## src/rtl/fetch_queue_if.sv

```systemverilog
// Fetch-to-decode handshake bundle for the instruction fetch queue.
// The master side is fetch plus decode (drives enq data and deq_ready_D);
// the slave side is the queue itself.
interface fetch_queue_if;
    logic        enq_valid_F;
    logic [63:0] enq_pc_F;
    logic [31:0] enq_instr_F;
    logic        enq_ready_F;
    logic        deq_valid_D;
    logic [63:0] deq_pc_D;
    logic [31:0] deq_instr_D;
    logic        deq_ready_D;

    modport master (
        output enq_valid_F, enq_pc_F, enq_instr_F, deq_ready_D,
        input  enq_ready_F, deq_valid_D, deq_pc_D, deq_instr_D
    );

    modport slave (
        input  enq_valid_F, enq_pc_F, enq_instr_F, deq_ready_D,
        output enq_ready_F, deq_valid_D, deq_pc_D, deq_instr_D
    );
endinterface

```

## src/rtl/fetch_queue.sv

```systemverilog
// Instruction fetch queue between the LEGv8 fetch and decode stages.
// Circular buffer of {pc, instr} entries with valid/ready handshakes on
// both sides. A taken-branch redirect (flush_F) discards everything
// buffered. Readiness and validity come only from registered state, so
// there is no combinational path from decode back to fetch.
module fetch_queue #(
    parameter  int DEPTH = 4,
    localparam int PTRW  = $clog2(DEPTH)
) (
    input  logic            clk,
    input  logic            reset,
    input  logic            flush_F,
    fetch_queue_if.slave    q,
    output logic [PTRW:0]   count_o
);

    localparam logic [PTRW:0] FULL_COUNT = (PTRW + 1)'(DEPTH);

    typedef struct packed {
        logic [63:0] pc;
        logic [31:0] instr;
    } entry_t;

    entry_t            mem [DEPTH];
    logic [PTRW-1:0]   wr_ptr;
    logic [PTRW-1:0]   rd_ptr;

    logic enq_fire;
    logic deq_fire;

    assign enq_fire = q.enq_valid_F & q.enq_ready_F;
    assign deq_fire = q.deq_valid_D & q.deq_ready_D;

    // Pointer and occupancy update; reset beats flush, and flush beats any handshake.
    always_ff @(posedge clk) begin
        // NOTE: registers take non-blocking assignments so every flop samples pre-edge values.
        if (reset || flush_F) begin
            wr_ptr  <= '0;
            rd_ptr  <= '0;
            count_o <= '0;
        end else begin
            if (enq_fire) wr_ptr <= wr_ptr + 1'b1;
            if (deq_fire) rd_ptr <= rd_ptr + 1'b1;
            unique case ({enq_fire, deq_fire})
                2'b10:   count_o <= count_o + 1'b1;
                2'b01:   count_o <= count_o - 1'b1;
                default: count_o <= count_o;
            endcase
        end
    end

    // Entry storage: cleared on reset, written only by a fire that is not being flushed.
    always_ff @(posedge clk) begin
        // NOTE: clearing every entry on reset is deliberate here; it keeps stale wrong-path words from ever being observable.
        if (reset) begin
            for (int i = 0; i < DEPTH; i++) begin
                mem[i] <= '0;
            end
        end else if (enq_fire && !flush_F) begin
            mem[wr_ptr] <= '{pc: q.enq_pc_F, instr: q.enq_instr_F};
        end
    end

    // Handshake outputs from registered state; head data forced to zero when empty.
    always_comb begin
        // NOTE: every output gets a default first so no path can infer a latch.
        q.enq_ready_F = 1'b0;
        q.deq_valid_D = 1'b0;
        q.deq_pc_D    = '0;
        q.deq_instr_D = '0;
        q.enq_ready_F = (count_o != FULL_COUNT);
        q.deq_valid_D = (count_o != '0);
        if (q.deq_valid_D) begin
            q.deq_pc_D    = mem[rd_ptr].pc;
            q.deq_instr_D = mem[rd_ptr].instr;
        end
    end

    // Occupancy can never exceed the buffer size.
    count_in_range: assert property (@(posedge clk) disable iff (reset) count_o <= FULL_COUNT);

endmodule

```

## src/flat_wrapper.sv

```systemverilog
// flat-port wrapper written by rule: the top's interface ports become plain ports
module fetch_queue_flat 
#(
    parameter  int DEPTH = 4,
    localparam int PTRW  = $clog2(DEPTH)
)
  (clk, reset, flush_F, count_o, q_enq_valid_F, q_enq_pc_F, q_enq_instr_F, q_deq_ready_D, q_enq_ready_F, q_deq_valid_D, q_deq_pc_D, q_deq_instr_D);
  fetch_queue_if q_i ();
  input  logic clk;
  input  logic reset;
  input  logic flush_F;
  output logic [PTRW:0] count_o;
  input wire logic [$bits(q_i.enq_valid_F)-1:0] q_enq_valid_F;
  input wire logic [$bits(q_i.enq_pc_F)-1:0] q_enq_pc_F;
  input wire logic [$bits(q_i.enq_instr_F)-1:0] q_enq_instr_F;
  input wire logic [$bits(q_i.deq_ready_D)-1:0] q_deq_ready_D;
  output wire logic [$bits(q_i.enq_ready_F)-1:0] q_enq_ready_F;
  output wire logic [$bits(q_i.deq_valid_D)-1:0] q_deq_valid_D;
  output wire logic [$bits(q_i.deq_pc_D)-1:0] q_deq_pc_D;
  output wire logic [$bits(q_i.deq_instr_D)-1:0] q_deq_instr_D;
  assign q_i.enq_valid_F = q_enq_valid_F;
  assign q_i.enq_pc_F = q_enq_pc_F;
  assign q_i.enq_instr_F = q_enq_instr_F;
  assign q_i.deq_ready_D = q_deq_ready_D;
  assign q_enq_ready_F = q_i.enq_ready_F;
  assign q_deq_valid_D = q_i.deq_valid_D;
  assign q_deq_pc_D = q_i.deq_pc_D;
  assign q_deq_instr_D = q_i.deq_instr_D;
  fetch_queue #(.DEPTH(DEPTH)) u_core (.clk(clk), .reset(reset), .flush_F(flush_F), .q(q_i), .count_o(count_o));
endmodule
```

## config.mk

```make
export PLATFORM = sky130hd
export DESIGN_NAME = fetch_queue_flat
export DESIGN_NICKNAME = d
export VERILOG_FILES = /design/src/rtl/fetch_queue_if.sv /design/src/rtl/fetch_queue.sv /design/src/flat_wrapper.sv
export SDC_FILE = /design/constraint.sdc
export NUM_CORES = 1
export LEC_CHECK = 0
export ABC_AREA = 1
export CORE_MARGIN = 2
export CORE_UTILIZATION = 38
export DETAILED_ROUTE_END_ITERATION = 10
export HOLD_SLACK_MARGIN = 0.15
export MAX_ROUTING_LAYER = met4
export PLACE_DENSITY = 0.62
export SYNTH_ARGS = -nofsm -noshare
export SYNTH_HDL_FRONTEND = slang
export SYNTH_SLANG_ARGS = --single-unit
```

## constraint.sdc

```tcl
create_clock -name clk -period 9.7 [get_ports clk]
set_clock_uncertainty 0.05 [all_clocks]
set_input_delay 1.94 -clock clk [delete_from_list [all_inputs] [get_ports clk]]
set_output_delay 1.94 -clock clk [all_outputs]
set_load 0.01 [all_outputs]
```

## Word-level counts from Yosys, hierarchy flattened

Memories as Yosys holds them, arrays and structs flattened. A register that Yosys moved wholly into a read port is not among the register bits.
Cells that the tools add are included.

- Bits in writable memories: 384
- Memory bits (read-only): 0
- Output and inout port bits: 101
- Memories: 1
- Bits in registers: 7
- Input port bits: 101
- Latch bits: 0

Memory list:

| name | words | width | read ports | clocked after Yosys merged registers in | wr ports | RTL line | RTL |
|---|---|---|---|---|---|---|---|
| u_core.mem | 4 | 96 | 1 | 1 | 4 | fetch_queue.sv:24 | `entry_t mem [DEPTH];` |

- Bitwise operators: 2
- Multipliers: 0
- Mux-type cells: 13
- Reductions and logical operators: 6
- Add/sub/neg operators: 4
- Equality and inequality tests: 3
- Shifts and indexed selects: 0
- Div/mod/pow operators: 0
- Magnitude comparators: 0

Operators with widths:

| cell | count |
|---|---|
| $mux W96 | 1 |
| $reduce_or A96 Y1 | 1 |
| $mux W64 | 1 |
| $mux W32 | 1 |
| $mux W1 | 6 |
| $mux W2 | 3 |
| $pmux W3 S2 | 1 |
| $add A2 B1 Y2 const B | 2 |
| $add A3 B1 Y3 const B | 1 |
| $ne A3 B3 Y1 const B | 1 |
| $reduce_bool A3 Y1 | 1 |
| $sub A3 B1 Y3 const B | 1 |
| $and A1 B1 Y1 | 2 |
| $eq A2 B1 Y1 const B | 1 |
| $eq A2 B2 Y1 const B | 1 |
| $reduce_bool A2 Y1 | 1 |
| $logic_and A1 B1 Y1 | 1 |
| $logic_not A1 Y1 | 1 |
| $logic_or A1 B1 Y1 | 1 |

## Logic depth before layout (Yosys ltp)

- Word-level depth: 8
- Gate-level depth with buffers: 13
- Depth with buffers taken out: 13

## Worst setup path before layout

Ideal clock, no wire load.

- Path kind: input port to flip-flop
- From: input port q_enq_valid_F
- To: memory u_core.mem[0][0] in the netlist's numbering (enable)
- Cell stages on the path: 4
- Setup time: 0.683 ns
- Path slack: -0.362 ns
- Required time: 8.967 ns
- Data arrival time: 9.329 ns
- Cell sequence: clkbuf_1 nand4_2 buf_2 o21ai_0

RTL lines:

| element | RTL line | RTL |
|---|---|---|
| start, declared | flat_wrapper.sv:13 | `input wire logic [$bits(q_i.enq_valid_F)-1:0] q_enq_valid_F;` |
| end, declared | fetch_queue.sv:24 |  |

==> qor.yml <==
overflow: 0
grt_max_degree: 193
hold_viol_final: 0
cts_buffers: 43
drt-met1-wl_mm: 20.7
avgSynthCellArea_sq_um: 10.1
die_w_microns: 219
ys_seq_area_share_pct: 66.7
synth_most_common_cell: "nor2_1"
whs_ns: 0.447
drc: 0
top_layer: "met4"
antenna_found_initial: 0
fin_nets: 1976
syn-num-nets: 1848
viasPerCell: 5.21
crit_arrival_ns: 4.15
combPwrFrac_pct: 9.7
critPathCaptureType: "output pin"
fin_util_pct: 46.7
cell_internal_pwr_mw: 2.99
yosysWarnings: 0
syn_inst: 1745
fillers: 4340
num_rows: 78
fin_crit_sh_pct: 63.3
n_antenna_cell: 0
cts_num_sinks: 393
clk_latency_ns: 0.56
power_switching_share_pct: 23.2
r2r-end: "u_core.mem[2][24]$_SDFFCE_PN0P_"
slew_viol_final: 0
netlist_top_cells_count: "577 x nor2_1, 384 x edfxtp_1, 189 x nor3_1, 185 x o21ai_0, 109 x inv_1"
power_switching_mw: 0.903
slew_headroom_pct: 23.3
firstDrtPassIters: 5
route.met2.wl_mm: 23.6
grt_pass1_wl_mm: 73.9
setup_ws_ns: 3.56
ioPinCount: 202
synth_area_sq_um: 17600
path_clk_slew_ns: 0.06
setup_tns_ns: 0
hold_buffers: 0
hold_start: "u_core.rd_ptr[1]$_SDFFE_PP0N_"
power_frac_seq_pct: 50.9
crit_required_ns: 7.71
r2r_start: "u_core.wr_ptr[0]$_SDFFE_PP0P_"
track_usage_pct: 20.7
start_util_pct: 38.6
worstPathMaxFanout: 53
r2r_setup_slack_ns: 6.06
pre_cts_ws_ns: 3.91
grt_pass1_vias: 13000
port_buffers: 201
start_kind: "flop"
die_h_microns: 219
drtIter0Drc: 1088
dr_total_vias: 13000
rr_worst_depth: 5
cts-root-buf: "clkbuf_16"
worst_pin_slew_ns: 1.15
layout-area-overhead-vs-synth_pct: 21.0
worstPathCellList: "clkinv_2, buf_4, nor2_1, o21ai_0, a21oi_1, clkdlybuf4s50_1"
setup_viol: 0
dr_wl_met3_mm: 2.94
p_total_mw: 3.89
clock_power_share_pct: 39.4
fin_cells: 2500
cts_tree: "done"
gp_congestion: 0.720
die_area_sq_um: 47900
hold_class: "reg -> reg"
wl_mm: 48.2
peakVddDrop_uv: 110
ys_ff_latch: 393
cellLeakagePower_nw: 7.72
wl_per_cell_microns: 19.3
core_sq_um: 45500
rsz0062_at_grt: "false"
cts_htree_levels: 2
synth_top_area_cell: "edfxtp_1"
synth-edff-count: 384
ant_nets: 0
synth_area_leaders: "edfxtp_1 66%, nor2_1 12%, nor3_1 5.4%"
yosysTopAreaCellShare_pct: 65.7
cap_violations: 0
synth_cell_types: 24
synth-async-reset-ratio_pct: 0
status: "finished clean"
path_class: "reg -> out"
cts_max_path_buffers: 3
power.density_nw_per_um2: 183
cts_setup_buffers: 0
final_area_sq_um: 21200
crit_slowest_cell: "clkinv_2"
fin_crit_ns: 6.14
detailed_place.area_sq_um: 20000
cts-resized-gates: 0
min_path_cells: 2
synthFlopType: "edfxtp_1"
dp_hpwl_mm: 25.0
max_freq_mhz: 163
drive_gt1_share_pct: 5.05
crit_path_max_incr_delay_ns: 0.88
place_inst: 2428
-- cells in the final DEF (no fill, tap or decap), types with 2 or more instances in the layout --
master           synthesis  routed
inv_2                    5       2
edfxtp_1               384     384
dfxtp_1                  9       6
clkbuf_1                76      13
clkinv_1                 0       6
nand2_1                 18      16
dfxtp_4                  0       3
clkbuf_16                0      45
nor2_1                 577     577
inv_4                    0       2
o21ai_1                 10      10
nor2_2                   8       8
nor3_1                 189     189
clkdlybuf4s50_1          0     201
bufinv_16                0       2
a21oi_1                102     102
nand2_4                  0       2
o21ai_0                185     184
buf_4                    1      16
nand3_1                  6       6
inv_1                  109     107
clkinv_2                 0       8
nand4_4                  0       2
-- cell families after synthesis --
group,share of synthesized area (%)
simple gates,18.9
fa+ha+maj,0.185
buf+inv,5.73
flops,66.7
compound gates,8.47
-- power by group through the flow --
stage               combinational [mW]  clock (mW)  sequential [mW]
detailed placement               0.380           0             2.02
finish                           0.376        1.53             1.98
CTS                              0.382        1.57             1.98
floorplan                        0.193           0             2.01
global placement                 0.375           0             2.01
global route                     0.413        1.63             1.99
-- worst max-delay path, delay by kind of cell (launching register included) --
family                 cells  cell delay, ns
AO/OA/AOI/OAI              2            0.36
buffers and inverters      3            2.15
AND/OR/NAND/NOR            1            0.19
flip-flops                 1            0.81
-- worst max-delay path by stage --
| stage | slack (ns) | to | depth (start not counted) | startpoint |
|---|---|---|---|---|
| floorplan | 2.24 | u_core.mem[0][0]$_SDFFCE_PN0P_ | 4 | q_enq_valid_F |
| global placement | 3.98 | u_core.mem[1][39]$_SDFFCE_PN0P_ | 7 | flush_F |
| detailed placement | 3.91 | u_core.mem[1][39]$_SDFFCE_PN0P_ | 7 | flush_F |
| CTS | 3.48 | q_deq_pc_D[45] | 6 | flop |
| global route | 3.26 | q_deq_pc_D[41] | 6 | flop |
| finish | 3.56 | q_deq_pc_D[45] | 6 | flop |
-- per-layer routing --
| metal | vias up | track usage (%) |
|---|---|---|
| met5 | - | - |
| met4 | 0 | 5.83 |
| met3 | 62 | 3.44 |
| met2 | 423 | 34.2 |
| met1 | 6349 | 26.5 |
| li1 | 6193 | - |
-- flip-flops by register name, summed over array words and instances, names as in the netlist, named ones only --
| name | cells |
|---|---|
| u_core.wr_ptr | 2 |
| u_core.rd_ptr | 2 |
| u_core.count_o | 3 |
| u_core.mem | 384 |
-- area by class of cell --
class                      count  area [sq um]  share of cell area (%)
sequential                   393         11700                    55.2
timing repair buffer         218          2150                    10.1
inverter                     114           437                    2.06
multi-input combinational   1103          4890                    23.0
tap                          600           751                    3.53
clock buffer                  58          1170                    5.53
clock inverter                14           116                   0.548
(Power assumes the default switching activity.)
